## config.mk

```make
export PLATFORM = sky130hd
export DESIGN_NAME = shift_add_mul
export DESIGN_NICKNAME = d
export VERILOG_FILES = /design/src/rtl/mul_pkg.sv /design/src/rtl/shift_add_mul_add_rca.sv /design/src/rtl/shift_add_mul.sv
export SDC_FILE = /design/constraint.sdc
export NUM_CORES = 1
export LEC_CHECK = 0
export BUFFER_PORTS_ARGS = -buffer_cell sky130_fd_sc_hd__buf_2
export CORE_ASPECT_RATIO = 1.2
export CORE_MARGIN = 2
export CORE_UTILIZATION = 30
export CTS_CLUSTER_DIAMETER = 120
export CTS_CLUSTER_SIZE = 25
export DETAILED_ROUTE_END_ITERATION = 12
export SYNTH_ARGS = -nofsm -noshare
export SYNTH_HDL_FRONTEND = slang
export SYNTH_SLANG_ARGS = --single-unit
```

## constraint.sdc

```tcl
create_clock -name CLK -period 5.6 [get_ports CLK]
set_clock_uncertainty 0.1 [all_clocks]
set_input_delay 0.56 -clock CLK [delete_from_list [all_inputs] [get_ports CLK]]
set_output_delay 0.56 -clock CLK [all_outputs]
set_load 0.02 [all_outputs]
```

## src/rtl/mul_pkg.sv

```systemverilog
// Shared types and helpers for the sequential shift-and-add multiplier.
// Latency: n/a (types and constant functions only).
// Backpressure: n/a.
package mul_pkg;

    typedef enum logic [1:0] {
        IDLE = 2'd0,
        RUN  = 2'd1,
        DONE = 2'd2
    } state_t;

    // Bits needed to count RUN cycles 0..w-1; never narrower than one bit.
    function automatic int cnt_width(input int w);
        return (w < 2) ? 1 : $clog2(w);
    endfunction

endpackage

```

## src/rtl/shift_add_mul_add_rca.sv

```systemverilog
// Parameterised N-bit ripple-carry adder for the multiplier accumulate.
// Latency: combinational; carry ripples bit 0 to bit N-1.
// Backpressure: none; carry-out is dropped because operands never overflow.
module add_rca #(
    parameter int N = 12
) (
    input  logic [N-1:0] a_i,
    input  logic [N-1:0] b_i,
    output logic [N-1:0] s_o
);

    logic [N-1:0] carry;

    assign carry[0] = 1'b0;

    for (genvar i = 0; i < N; i++) begin : g_sum
        assign s_o[i] = a_i[i] ^ b_i[i] ^ carry[i];
    end

    for (genvar i = 0; i < N - 1; i++) begin : g_carry
        assign carry[i+1] = (a_i[i] & b_i[i]) | (a_i[i] & carry[i]) | (b_i[i] & carry[i]);
    end

endmodule

```

## src/rtl/shift_add_mul.sv

```systemverilog
// Unsigned W x W sequential shift-and-add multiplier (optional addend via SHIFT_ADD_MUL_ADDEND_EN).
// Latency: W RUN cycles; OUT_VALID is seen on the (W+1)th edge counting the transfer edge.
// Backpressure: result held in DONE until OUT_READY; new operands accepted only in IDLE.
module shift_add_mul
    import mul_pkg::*;
#(
    parameter int W = 6
) (
    input  logic           CLK,
    input  logic           RSTN,
    input  logic           IN_VALID,
    output logic           IN_READY,
    input  logic [W-1:0]   A,
    input  logic [W-1:0]   B,
`ifdef SHIFT_ADD_MUL_ADDEND_EN
    input  logic [W-1:0]   R,
`endif
    output logic           OUT_VALID,
    input  logic           OUT_READY,
    output logic [2*W-1:0] P,
    output logic           BUSY
);

    localparam int CW = cnt_width(W);
    localparam logic [CW-1:0] CNT_LAST = CW'(W - 1);

    state_t          state_q, state_d;
    logic [2*W-1:0]  acc_q, acc_d;
    logic [2*W-1:0]  mcand_q, mcand_d;
    logic [W-1:0]    mplier_q, mplier_d;
    logic [CW-1:0]   cnt_q, cnt_d;

    logic [2*W-1:0]  addend;
    logic [2*W-1:0]  sum;
    logic [2*W-1:0]  acc_init;

`ifdef SHIFT_ADD_MUL_ADDEND_EN
    assign acc_init = {{W{1'b0}}, R};
`else
    assign acc_init = '0;
`endif

    // Partial product for this step: the shifted multiplicand when the current multiplier bit is set.
    assign addend = mplier_q[0] ? mcand_q : '0;

    add_rca #(.N(2 * W)) u_add (
        .a_i (acc_q),
        .b_i (addend),
        .s_o (sum)
    );

    // Handshake outputs come from the state register alone, so no input-to-output combinational path.
    assign IN_READY  = (state_q == IDLE);
    assign OUT_VALID = (state_q == DONE);
    assign BUSY      = (state_q != IDLE);
    assign P         = (state_q == DONE) ? acc_q : '0;

    // Next-state and datapath update: capture in IDLE, fixed W shift/add steps in RUN, hold in DONE.
    always_comb begin
        state_d  = state_q;
        acc_d    = acc_q;
        mcand_d  = mcand_q;
        mplier_d = mplier_q;
        cnt_d    = cnt_q;
        unique case (state_q)
            IDLE: begin
                if (IN_VALID) begin
                    mcand_d  = {{W{1'b0}}, A};
                    mplier_d = B;
                    acc_d    = acc_init;
                    cnt_d    = '0;
                    state_d  = RUN;
                end
            end
            RUN: begin
                acc_d    = sum;
                mcand_d  = mcand_q << 1;
                mplier_d = mplier_q >> 1;
                cnt_d    = cnt_q + CW'(1);
                // No early exit on a zero multiplier: latency is operand-independent.
                if (cnt_q == CNT_LAST) begin
                    state_d = DONE;
                end
            end
            DONE: begin
                if (OUT_READY) begin
                    state_d = IDLE;
                end
            end
            default: state_d = IDLE;
        endcase
    end

    // State and datapath registers; reset aborts any operation in flight.
    always_ff @(posedge CLK or negedge RSTN) begin
        if (!RSTN) begin
            state_q  <= IDLE;
            acc_q    <= '0;
            mcand_q  <= '0;
            mplier_q <= '0;
            cnt_q    <= '0;
        end else begin
            state_q  <= state_d;
            acc_q    <= acc_d;
            mcand_q  <= mcand_d;
            mplier_q <= mplier_d;
            cnt_q    <= cnt_d;
        end
    end

endmodule
```

Yosys cells after proc, flatten, opt, wreduce, memory -nomap -nowiden
Index checks and enable logic that the tools add are counted.
- equal/unequal tests: 6
- mux-type cells: 14
- reductions and logical operators: 5
- bitwise gates (word level): 74
- add/subtract/negate cells: 1
- operators with widths (cell ; number):
    $mux W12 ; 4
    $pmux W12 S2 ; 2
    $and A1 B1 Y1 ; 31
    $xor A1 B1 Y1 ; 23
    $or A1 B1 Y1 ; 20
    $pmux W6 S2 ; 1
    $mux W2 ; 3
    $mux W6 ; 1
    $pmux W2 S3 ; 1
    $pmux W3 S2 ; 1
    $ne A2 B2 Y1 const B ; 2
    $reduce_bool A2 Y1 ; 2
    $add A3 B1 Y3 const B ; 1
    $eq A3 B3 Y1 const B ; 1
    $mux W3 ; 1
    $reduce_and A3 Y1 ; 1
    $eq A2 B1 Y1 const B ; 1
    $eq A2 B2 Y1 const B ; 1
    $logic_not A2 Y1 ; 1
    $ne A2 B1 Y1 const B ; 1
    $reduce_and A2 Y1 ; 1
- output and inout port bits: 15
- bits of input ports: 16
- word-level logic and storage cells: 105
- register bits: 35

Longest topological paths before layout
Gate-level depths: netlist of the first run.
- depth after elaboration: 34
- gate-level depth with buffers: 16
- depth with buffers taken out: 16

Hierarchy
From an unflattened synthesis of the first run, not the netlist that was laid out.
- cells, all modules: 163
- area total of the unflattened synthesis: 1875.5 um^2
- by module, submodules not included (module ; seq. area each (um^2) ; instances ; cells each ; area an instance (um^2)):
    shift_add_mul ; 875.8 ; 1 ; 151 ; 1639.1
    add_rca ; 0.0 ; 1 ; 12 ; 236.5

Worst setup path after synthesis of the first run
OpenSTA, ideal clock, no wires.
- path type: register to register
- start: register mplier_q[0]
- end: register acc_q[11]
- path buffers: 1
- data required time: 5432 ps
- clock period less this slack: 5009 ps
- setup time: 68 ps
- arrival time: 4841 ps
- path slack: 591 ps
- stages on the path, launching flop included: 17
- path through: dfrtp_1 -> clkbuf_1 -> and2_1 -> fa_1 -> fa_1 -> inv_1 -> fa_1 -> fa_1 -> fa_1 -> fa_1 -> fa_1 -> fa_1 -> fa_1 -> fa_1 -> a21boi_0 -> or4_1 -> nand3_1
- word-level cells in the longest chain between the ends: 34
- elaborated cells on any way between the ends: 55
- those cells by class: mux (2); bitwise (53)
- ends and longest elaborated chain (what ; RTL line ; source):
    start, declared ; shift_add_mul.sv:30 ; logic [W-1:0] mplier_q, mplier_d;
    start signal, assigned ; shift_add_mul.sv:106 ; mplier_q <= mplier_d;
    $mux W12 (*) ; shift_add_mul.sv:44 ; assign addend = mplier_q[0] ? mcand_q : '0;
    $and A1 B1 Y1 (2 in series) ; shift_add_mul_add_rca.sv:21 ; assign carry[i+1] = (a_i[i] & b_i[i]) | (a_i[i] & carry[i]) | (b_i[i] & carry[i]);
    $or A1 B1 Y1 (2 in series) ; shift_add_mul_add_rca.sv:21 ;
    $and A1 B1 Y1 ; shift_add_mul_add_rca.sv:21 ;
    $or A1 B1 Y1 (2 in series) ; shift_add_mul_add_rca.sv:21 ;
    $and A1 B1 Y1 ; shift_add_mul_add_rca.sv:21 ;
    $or A1 B1 Y1 (2 in series) ; shift_add_mul_add_rca.sv:21 ;
    $and A1 B1 Y1 ; shift_add_mul_add_rca.sv:21 ;
    [... 11 more ...] ; n/a ;
    $and A1 B1 Y1 ; shift_add_mul_add_rca.sv:21 ;
    $or A1 B1 Y1 (2 in series) ; shift_add_mul_add_rca.sv:21 ;
    $and A1 B1 Y1 ; shift_add_mul_add_rca.sv:21 ;
    $or A1 B1 Y1 (2 in series) ; shift_add_mul_add_rca.sv:21 ;
    $and A1 B1 Y1 ; shift_add_mul_add_rca.sv:21 ;
    $or A1 B1 Y1 (2 in series) ; shift_add_mul_add_rca.sv:21 ;
    $xor A1 B1 Y1 (*) ; shift_add_mul_add_rca.sv:17 ; assign s_o[i] = a_i[i] ^ b_i[i] ^ carry[i];
    $pmux W12 S2 (*) ; shift_add_mul.sv:65 ; unique case (state_q)
    end signal, assigned ; shift_add_mul.sv:98 ; acc_q <= '0;
    end signal, assigned ; shift_add_mul.sv:104 ; acc_q <= acc_d;
    end, declared ; shift_add_mul.sv:28 ; logic [2*W-1:0] acc_q, acc_d;
Every way passes the cells marked *; elsewhere a longest branch is shown, timed or not.
A chain may end at the register's enable or synchronous reset.

Final worst setup path of the first run
Ends and elaborated chain as after synthesis.

==> summary.txt, run 1 <==
Logic synthesis
  • Post-synthesis register bit count: 35
  • Most area-consuming cells after synthesis: dfrtp_1 47%, fa_1 11%, o21ai_0 5.3%
  • Yosys warnings: 0
  • EDFF count, synth: 0
  • Synth Instances: 184
  • Synth top area share: 46.8%
  • Post-synth cell types: 30
  • Synth top cells by count: 35 x dfrtp_1, 26 x nand2_1, 20 x o21ai_0
  • Leading area contributor after synthesis: dfrtp_1
  • Count leader, synth: dfrtp_1
  • Mapped Nets: 213
  • Synth Area per Inst: 10.2 sq um
  • Seq/Total Area, Yosys: 46.8%
  • Main synth FF type: dfrtp_1
  • Cell area after synthesis: 1870 sq um
  • Async S/R FF share, synth: 100%

Timing
  • Fin Setup TNS: 0 ns
  • Max-slew headroom: 46.6%
  • Period utilization: 94.2%
  • Max frequency: 190 MHz
  • Fin worst setup slack: 0.324 ns
  • Pins Over Slew Limit: 0
  • Final Hold Violating Endpoints: 0
  • Endpoints failing setup: 0
  • Worst Max-Slew Pin Slew: 0.802 ns
  • RSZ-0062 raised after global routing: no
  • Fin crit period: 5.28 ns

Floorplanning
  • Die W: 76.1 um
  • Rows: 31
  • Die area: 6890 sq um
  • Initial core utilization: 30.9%
  • Vert. Die Dim: 90.5 um
  • Num ports: 31
  • Core area: 6050 sq um

Global routing
  • Initial antenna violation count: 0
  • Tot GR Track Use: 12.1%
  • Vias in the first global route: 1328
  • Largest net degree at the start of global routing: 36
  • First-pass GRT wire length: 6560 um
  • Grt ovf: 0

Power
  • VDD IR-drop max: 0.000142 V
  • Design Power: 0.952 mW
  • Pwr/cell area: 436 nW/um^2
  • LEAKAGE: 0.994 nW

Routing
  • Initial DRC count: 132
  • Residual DRC: 0
  • Vias: 1375
  • Routed WL: 3900 um
  • Post-route ant nets: 0
  • DR pass1 iterations: 5
  • Vias/cell: 4.66
  • Post-DR wirelength/cell: 13.2 um

Cells and area
  • # diodes: 0
  • Finished layout cell area: 2180 sq um
  • Multi-input gate area: 890 sq um
  • Final nets: 241
  • Post-route non-filler standard cell count: 295
  • Fill count: 646
  • Reg area: 876 sq um
  • Syn-to-layout area delta: 16.6%
  • Share of cells above drive strength 1: 19.7%

Critical path
  • Worst path required time: 5.73 ns
  • Crit-path max cell delay: 0.58 ns
  • R2R depth: 16
  • Critical Path Most Common Cell: fa_1
  • R2R Setup Slk: 0.32 ns
  • Setup Crit Path Kind: flip-flop to flip-flop
  • Cell Chain, Critical Path: and2_1, ha_1, fa_1, fa_1, inv_1, fa_1, fa_1, fa_1, fa_1, fa_1, fa_1, fa_1, fa_1, a21boi_0, or4_1, nand3_1
  • Reg2Reg Launch Point: mplier_q[0]
  • Crit path DAT: 5.40 ns
  • Max stage delay cell, worst path: dfrtp_1
  • Startpoint types: flip-flop
  • Crit. End Element: flip-flop
  • Reg-to-Reg End: acc_q[11]
  • Crit Path Max Fanout: 14

Placed design
  • Placed Cells: 287
  • Routability-driven placement congestion ratio: 0.717
  • Placed Instance Area: 2080 sq um
  • DP Worst Slack: 0.324 ns
  • Post-DP HPWL: 2720 um
  • Port Buf Inserts: 30

Clocking
  • Number of setup buffers added after CTS: 0
  • Htree depth: 2
  • CTS tree: built
  • Clock sinks: 35
  • Later-pin clock latency in the skew report: 0.29 ns
  • Root Driver: clkbuf_8
  • Clock Path Buffers: 2
  • Post-CTS Hold Buffers: 0
  • Clk pin slew, worst setup/hold paths: 0.07 ns
  • Total CTS buffers: 5
  • Post-CTS Resized: 0

Flow run
  • Max_cap viols: 0

Min path
  • Worst Hold Class: input port to asynchronous set/reset pin

Status
  • Status: finished clean
==> worst max-delay path: cells and delay by family (launching register included) <==
| family | cells | cell delay [ns] |
|---|---|---|
| adder cells (fa/ha/maj) | 11 | 3.58 |
| AND/OR/NAND/NOR | 3 | 0.76 |
| flip-flops | 1 | 0.58 |
| AO/OA/AOI/OAI | 1 | 0.15 |
| buffers and inverters | 1 | 0.05 |
==> metrics by stage <==
step	hold slack, ns	utilization (%)
final	0.257	36.1
after global routing	0.324	36.1
after global placement	0.361	34.4
after detailed placement	0.370	34.4
after floorplan	0.164	-
after CTS	0.294	36.1
==> cells by family after synthesis <==
kind of cell | synth area share (%)
flops | 46.8
mux | 0.535
buf+inv | 5.88
simple gates | 17.1
compound gates | 17.0
fa+ha+maj | 12.7
==> worst max-delay path by stage <==
stage          slack (ns)        end         from
2_1_floorplan        0.59  acc_q[11]  mplier_q[0]
3_3_place_gp         0.42  acc_q[11]  mplier_q[0]
3_5_place_dp         0.32  acc_q[11]  mplier_q[0]
4_1_cts              0.31  acc_q[11]  mplier_q[0]
5_1_grt              0.10  acc_q[11]  mplier_q[0]
6_report             0.32  acc_q[11]  mplier_q[0]
==> registers in the layout (all words and copies together), names as in the netlist <==
name,count
mcand_q,12
acc_q,12
state_q,2
cnt_q,3
mplier_q,6
==> placed cells by master (no fill, tap or decap), types with 2 or more instances in the layout <==
| master | count |
|---|---|
| dfrtp_1 | 35 |
| inv_1 | 12 |
| nand2_1 | 26 |
| buf_2 | 30 |
| a22oi_1 | 4 |
| a21oi_1 | 11 |
| nor2b_1 | 5 |
| a32o_1 | 2 |
| ha_1 | 3 |
| and2_1 | 7 |
| and3b_1 | 7 |
| a22o_1 | 9 |
| fa_1 | 10 |
| o21ai_0 | 20 |
| nand3_1 | 2 |
| clkbuf_8 | 7 |
| buf_4 | 2 |
| nor2_1 | 9 |
==> routing by layer <==
metal / up-vias / global-route usage (%) / wire (um)
met4: 0 / 4.55 / 63
li1: 671 / - / -
met1: 679 / 15.5 / 1870
met2: 19 / 19.2 / 1820
met5: - / 0 / 0
met3: 6 / 3.60 / 143
==> where the power goes <==
| group | total (mW) | internal (mW) | leakage [nW] | switching, mW |
|---|---|---|---|---|
| Clock | 0.203 | 0.112 | 0.0515 | 0.0904 |
| Combinational | 0.305 | 0.131 | 0.482 | 0.174 |
| Sequential | 0.444 | 0.347 | 0.460 | 0.0977 |
| Total | 0.952 | 0.590 | 0.994 | 0.362 |
==> area by class of cell <==
type	instances	share of cell area (%)
flip-flops and latches	35	40.1
clock buffers	8	4.59
well taps	82	4.70
inverters	13	2.24
multi-input cells	125	40.8
repair buffers	32	7.57
Note: power is estimated with default switching activity, not from simulation.
==> run 2: changes to the inputs <==
Settings changed: CTS_BUF_LIST from default to sky130_fd_sc_hd__clkbuf_16, GPL_ROUTABILITY_DRIVEN from default to 0, HOLD_SLACK_MARGIN from default to 0.1.
==> run 2 against run 1 <==
Against the previous run: core utilization up 0.60 points; first-iteration DRC count down 27%; count of clock-buffer cells in the layout down 3; total power up 5.6%; die area unchanged; register-to-register slack about the same; worst setup slack better by 0.014 ns; largest cell class unchanged; critical path depth unchanged.
==> summary.txt, run 2 (synthesis gave the netlist of run 1 again) <==
Timing
  • Worst hold slack: 0.271 ns (+0.0133 ns)
  • Fin Setup TNS: 0 ns (unchanged)
  • Period utilization: 94.0% (-0.25 points)
  • Pins Over Slew Limit: 0 (unchanged)
  • Max-slew headroom: 46.9% (+0.37 points)
  • RSZ-0062 raised after global routing: no
  • Fin crit period: 5.26 ns (-0.0140 ns)
  • Fin worst setup slack: 0.338 ns (+0.0140 ns)
  • Max frequency: 190 MHz (+0.27%)
  • Worst Max-Slew Pin Slew: 0.796 ns (-0.00606 ns)
  • Final Hold Violating Endpoints: 0 (unchanged)
  • Endpoints failing setup: 0 (unchanged)

Critical path
  • Crit-path max cell delay: 0.56 ns (-0.02 ns)
  • Delay-heaviest family, CP: adder cells
  • Worst path required time: 5.71 ns (-0.02 ns)
  • Crit. End Element: flip-flop
  • Cell Chain, Critical Path: and2_1, ha_1, fa_1, fa_1, inv_1, fa_1, fa_1, fa_1, fa_1, fa_1, fa_1, fa_1, fa_1, a21boi_0, or4_1, nand3_1
  • Critical Path Most Common Cell: fa_1
  • Crit path DAT: 5.37 ns (-0.03 ns)
  • Crit Path Max Fanout: 14 (unchanged)
  • Startpoint types: flip-flop
  • R2R Setup Slk: 0.34 ns (about the same)
  • Reg2Reg Launch Point: mplier_q[0]
  • Max stage delay cell, worst path: dfrtp_1
  • Worst setup path start: mplier_q[0]
  • CP Buf/Inv Count: 1 (unchanged)
  • Setup Crit Path Kind: flip-flop to flip-flop

Cells and area
  • Most frequent cells in the layout: 35 x dfrtp_1, 30 x buf_2, 26 x nand2_1
  • Multi-input gate area: 890 sq um (unchanged)
  • Syn-to-layout area delta: 18.5%
  • Final nets: 241 (unchanged)
  • Finished layout cell area: 2220 sq um (+1.7%)
  • # diodes: 0 (unchanged)
  • Reg area: 876 sq um (unchanged)
  • Biggest regs: acc_q x12, mcand_q x12, mplier_q x6
  • Final core occ: 36.7% (+0.60 points)
  • Commonest non-fill, non-tap cell in the layout: dfrtp_1
  • Fill count: 644 (-0.31%)
  • Share of cells above drive strength 1: 18.8% (-0.94 points)
  • Post-route non-filler standard cell count: 295 (unchanged)

Routing
  • Post-DR wirelength/cell: 13.1 um (-0.90%)
  • Initial DRC count: 97 (-27%)
  • Vias/cell: 4.67 (+0.22%)
  • Residual DRC: 0 (unchanged)
  • DR pass1 iterations: 4 (-1)
  • Post-route ant nets: 0 (unchanged)
  • Routed WL: 3870 um (-0.90%)
  • Vias: 1378 (+0.22%)

Floorplanning
  • Initial core utilization: 30.9% (unchanged)
  • Vert. Die Dim: 90.5 um (unchanged)
  • Core area: 6050 sq um (unchanged)
  • Rows: 31 (unchanged)
  • Die W: 76.1 um (unchanged)
  • Num ports: 31 (unchanged)
  • Die area: 6890 sq um (unchanged)

Global routing
  • Grt ovf: 0 (unchanged)
  • Vias in the first global route: 1324 (-0.30%)
  • First-pass GRT wire length: 6530 um (-0.32%)
  • Largest net degree at the start of global routing: 36 (unchanged)
  • Tot GR Track Use: 12.0% (-0.021 points)
  • Initial antenna violation count: 0 (unchanged)

Placed design
  • Placed Cells: 287 (unchanged)
  • Port Buf Inserts: 30 (unchanged)
  • Post-DP HPWL: 2720 um (unchanged)
  • DP Worst Slack: 0.324 ns (unchanged)
  • Placed Instance Area: 2080 sq um (unchanged)

Power
  • Pwr/cell area: 453 nW/um^2 (+3.8%)
  • Design Power: 1.00 mW (+5.6%)
  • LEAKAGE: 1.01 nW (+1.9%)
  • VDD IR-drop max: 0.000129 V (-9.2%)

Clocking
  • Root Driver: clkbuf_16
  • Post-CTS Resized: 0 (unchanged)
  • Clock Path Buffers: 2 (unchanged)
  • Htree depth: 2 (unchanged)
  • CTS tree: built
  • Clock sinks: 35 (unchanged)
  • Total CTS buffers: 5 (unchanged)
  • Later-pin clock latency in the skew report: 0.27 ns (-0.02 ns)
  • Post-CTS Hold Buffers: 0 (unchanged)
  • Clk pin slew, worst setup/hold paths: 0.05 ns (-0.02 ns)
  • Number of setup buffers added after CTS: 0 (unchanged)

Status
  • Status: finished clean

Flow run
  • Max_cap viols: 0 (unchanged)

Min path
  • Worst Hold Class: input port to asynchronous set/reset pin
## run 2: worst reg2reg max path, delay by kind of cell, from the launching register on
kind | cells | cell delay [ns]
simple gates | 3 | 0.76
fa+ha+maj | 11 | 3.58
buf+inv | 1 | 0.05
compound gates | 1 | 0.15
flops | 1 | 0.56
## run 2: path summary, 6_finish.rpt
| check | end | cells past startpoint |
|---|---|---|
| min in group CLK | state_q[1] | 2 |
| max in group asynchronous | cnt_q[1] | 1 |
| worst min-delay path | acc_q[9] | 1 |
| worst max-delay path | acc_q[11] | 16 |
| worst max register to register | acc_q[11] | 16 |
| worst min register to register | acc_q[6] | 2 |
## run 2: routing by layer
layer  wire length (um)  part of all wire [%]  GRT usage [%]
met3                163                   4.2           4.20
met2               1820                    47           19.1
met1               1840                    47           15.3
met4                 44                   1.1           4.09
met5                  0                     0              0
## run 2: layout make-up
cell class	instances	share of cell area, %
clock inverter	3	0.508
clock buffer	5	5.64
multi-input combinational	125	40.1
inverter	13	2.20
tap	82	4.62
timing repair buffer	32	7.44
sequential	35	39.5
## run 2: power breakdown
| part | leakage (nW) | total (mW) | internal (mW) | switching (mW) |
|---|---|---|---|---|
| clock | 0.0701 | 0.257 | 0.160 | 0.0969 |
| combinational | 0.482 | 0.304 | 0.131 | 0.173 |
| sequential | 0.460 | 0.444 | 0.347 | 0.0970 |
==> run 3: changes to the inputs <==
Settings changed: CTS_BUF_LIST sky130_fd_sc_hd__clkbuf_16 to sky130_fd_sc_hd__clkbuf_4 sky130_fd_sc_hd__clkbuf_8 sky130_fd_sc_hd__clkbuf_16.
==> run 3 against run 2 <==
Against the previous run: cell count did not move; first-iteration DRC count up 36%; total power shrank 4.8%; non-clock buffer count unchanged; maximum frequency fell by 0.27%; count of clock-buffer cells in the layout increased by 3; largest power group unchanged.
==> summary.txt, run 3 (synthesis gave the netlist of run 1 again) <==
Clocking
  • Post-CTS Resized: 0 (unchanged)
  • Number of setup buffers added after CTS: 0 (unchanged)
  • Clock sinks: 35 (unchanged)
  • Htree depth: 2 (unchanged)
  • Post-CTS Hold Buffers: 0 (unchanged)
  • Later-pin clock latency in the skew report: 0.29 ns (+0.02 ns)
  • Total CTS buffers: 5 (unchanged)
  • CTS tree: built
  • Root Driver: clkbuf_8
  • Clock Path Buffers: 2 (unchanged)
  • Clk pin slew, worst setup/hold paths: 0.07 ns (+0.02 ns)

Critical path
  • Max stage delay cell, worst path: dfrtp_1
  • Crit Path Max Fanout: 14 (unchanged)
  • Crit-path max cell delay: 0.58 ns (+0.02 ns)
  • Crit path DAT: 5.40 ns (+0.03 ns)
  • Critical Path Most Common Cell: fa_1
  • Setup Crit Path Kind: flip-flop to flip-flop
  • Reg2Reg Launch Point: mplier_q[0]
  • Startpoint types: flip-flop
  • Crit. End Element: flip-flop
  • CP endpoint: acc_q[11]
  • R2R Setup Slk: 0.32 ns (about the same)
  • Reg-to-Reg End: acc_q[11]
  • R2R depth: 16 (unchanged)
  • Worst setup path start: mplier_q[0]
  • Worst path required time: 5.73 ns (+0.02 ns)
  • Cell Chain, Critical Path: and2_1, ha_1, fa_1, fa_1, inv_1, fa_1, fa_1, fa_1, fa_1, fa_1, fa_1, fa_1, fa_1, a21boi_0, or4_1, nand3_1

Flow run
  • Max_cap viols: 0 (unchanged)

Floorplanning
  • Rows: 31 (unchanged)
  • Die W: 76.1 um (unchanged)
  • Die area: 6890 sq um (unchanged)
  • Vert. Die Dim: 90.5 um (unchanged)
  • Initial core utilization: 30.9% (unchanged)
  • Core area: 6050 sq um (unchanged)
  • Num ports: 31 (unchanged)

Routing
  • Met3 wire length: 143 um (-12%)
  • Wl on met1: 1870 um (+2.0%)
  • Top routing layer used: met4
  • Residual DRC: 0 (unchanged)
  • Post-route ant nets: 0 (unchanged)
  • Initial DRC count: 132 (+36%)
  • Vias/cell: 4.66 (-0.22%)
  • DR pass1 iterations: 5 (+1)
  • Post-DR wirelength/cell: 13.2 um (+0.88%)
  • Routed WL: 3900 um (+0.88%)
  • Vias: 1375 (-0.22%)
  • Routed wl met2: 1820 um (unchanged)

Power
  • LEAKAGE: 0.997 nW (-1.5%)
  • VDD IR-drop max: 0.000142 V (+10%)
  • P_int: 0.595 mW (-6.8%)
  • Sequential share of power: 46.4% (+2.2 points)
  • Net Sw Power: 0.362 mW (-1.3%)
  • Sw frac: 37.8% (+1.3 points)
  • Clock network power share: 21.7% (-3.9 points)
  • Design Power: 0.957 mW (-4.8%)
  • Combinational power share: 31.9% (+1.7 points)
  • Pwr/cell area: 438 nW/um^2 (-3.4%)

Global routing
  • Tot GR Track Use: 12.1% (+0.021 points)
  • Grt ovf: 0 (unchanged)
  • First-pass GRT wire length: 6560 um (+0.32%)
  • Vias in the first global route: 1328 (+0.30%)
  • Initial antenna violation count: 0 (unchanged)
  • Largest net degree at the start of global routing: 36 (unchanged)

Cells and area
  • Finished layout cell area: 2190 sq um (-1.5%)
  • Syn-to-layout area delta: 16.8%
  • Most frequent cells in the layout: 35 x dfrtp_1, 30 x buf_2, 26 x nand2_1
  • Commonest non-fill, non-tap cell in the layout: dfrtp_1
  • Post-route non-filler standard cell count: 295 (unchanged)
  • Share of cells above drive strength 1: 20.2% (+1.4 points)
  • Final nets: 241 (unchanged)
  • Final core occ: 36.1% (-0.54 points)
  • Biggest regs: acc_q x12, mcand_q x12, mplier_q x6
  • # diodes: 0 (unchanged)

Timing
  • Fin Setup TNS: 0 ns (unchanged)
  • Endpoints failing setup: 0 (unchanged)
  • Final Hold Violating Endpoints: 0 (unchanged)
  • Fin worst setup slack: 0.324 ns (-0.0140 ns)
  • Max frequency: 190 MHz (-0.27%)
  • Worst Max-Slew Pin Slew: 0.802 ns (+0.00606 ns)
  • Pins Over Slew Limit: 0 (unchanged)
  • Max-slew headroom: 46.6% (-0.37 points)
  • Worst hold slack: 0.257 ns (-0.0133 ns)
  • Period utilization: 94.2% (+0.25 points)
  • RSZ-0062 raised after global routing: no
  • Fin crit period: 5.28 ns (+0.0140 ns)

Placed design
  • Placed Cells: 287 (unchanged)
  • Post-DP HPWL: 2720 um (unchanged)
  • Port Buf Inserts: 30 (unchanged)
  • Placed Instance Area: 2080 sq um (unchanged)
  • DP Worst Slack: 0.324 ns (unchanged)

Min path
  • Worst Hold Class: input port to asynchronous set/reset pin

Status
  • Status: finished clean
run 3: critical path, delay by kind of cell (launching register included):
kind	cells	cell delay, ns
adders and majority gates	11	3.58
and+or+nand+nor	3	0.76
DFF	1	0.58
AOI/OAI and AO/OA	1	0.15
buffers and inverters	1	0.05
run 3: worst min path at each step:
stage	startpoint	to	slack [ns]	cells after the start
after floorplan	RSTN	acc_q[0]	0.16	0
after global placement	acc_q[5]	acc_q[5]	0.36	2
after detailed placement	acc_q[5]	acc_q[5]	0.37	2
after CTS	RSTN	acc_q[4]	0.29	1
after global routing	RSTN	acc_q[10]	0.32	1
final	RSTN	acc_q[9]	0.26	1
run 3: power by group through the flow:
stage / Combinational (mW) / Sequential, mW / Clock [mW]
floorplan: 0.271 / 0.403 / 0
global placement: 0.305 / 0.445 / 0
detailed placement: 0.311 / 0.448 / 0
CTS: 0.314 / 0.444 / 0.212
global route: 0.357 / 0.461 / 0.224
finish: 0.305 / 0.444 / 0.208
run 3: metal layers:
metal	vias up	GRT usage, %
met5	-	0
met4	0	4.55
met3	6	3.60
met2	19	19.2
met1	679	15.5
li1	671	-
run 3: final cells by class:
type | instances | area [sq um]
Fill cell | 644 | 3860
Multi-Input combinational cell | 125 | 890
Sequential cell | 35 | 876
Timing Repair Buffer | 32 | 165
Clock buffer | 8 | 104
Tap cell | 82 | 103
Inverter | 13 | 48.8
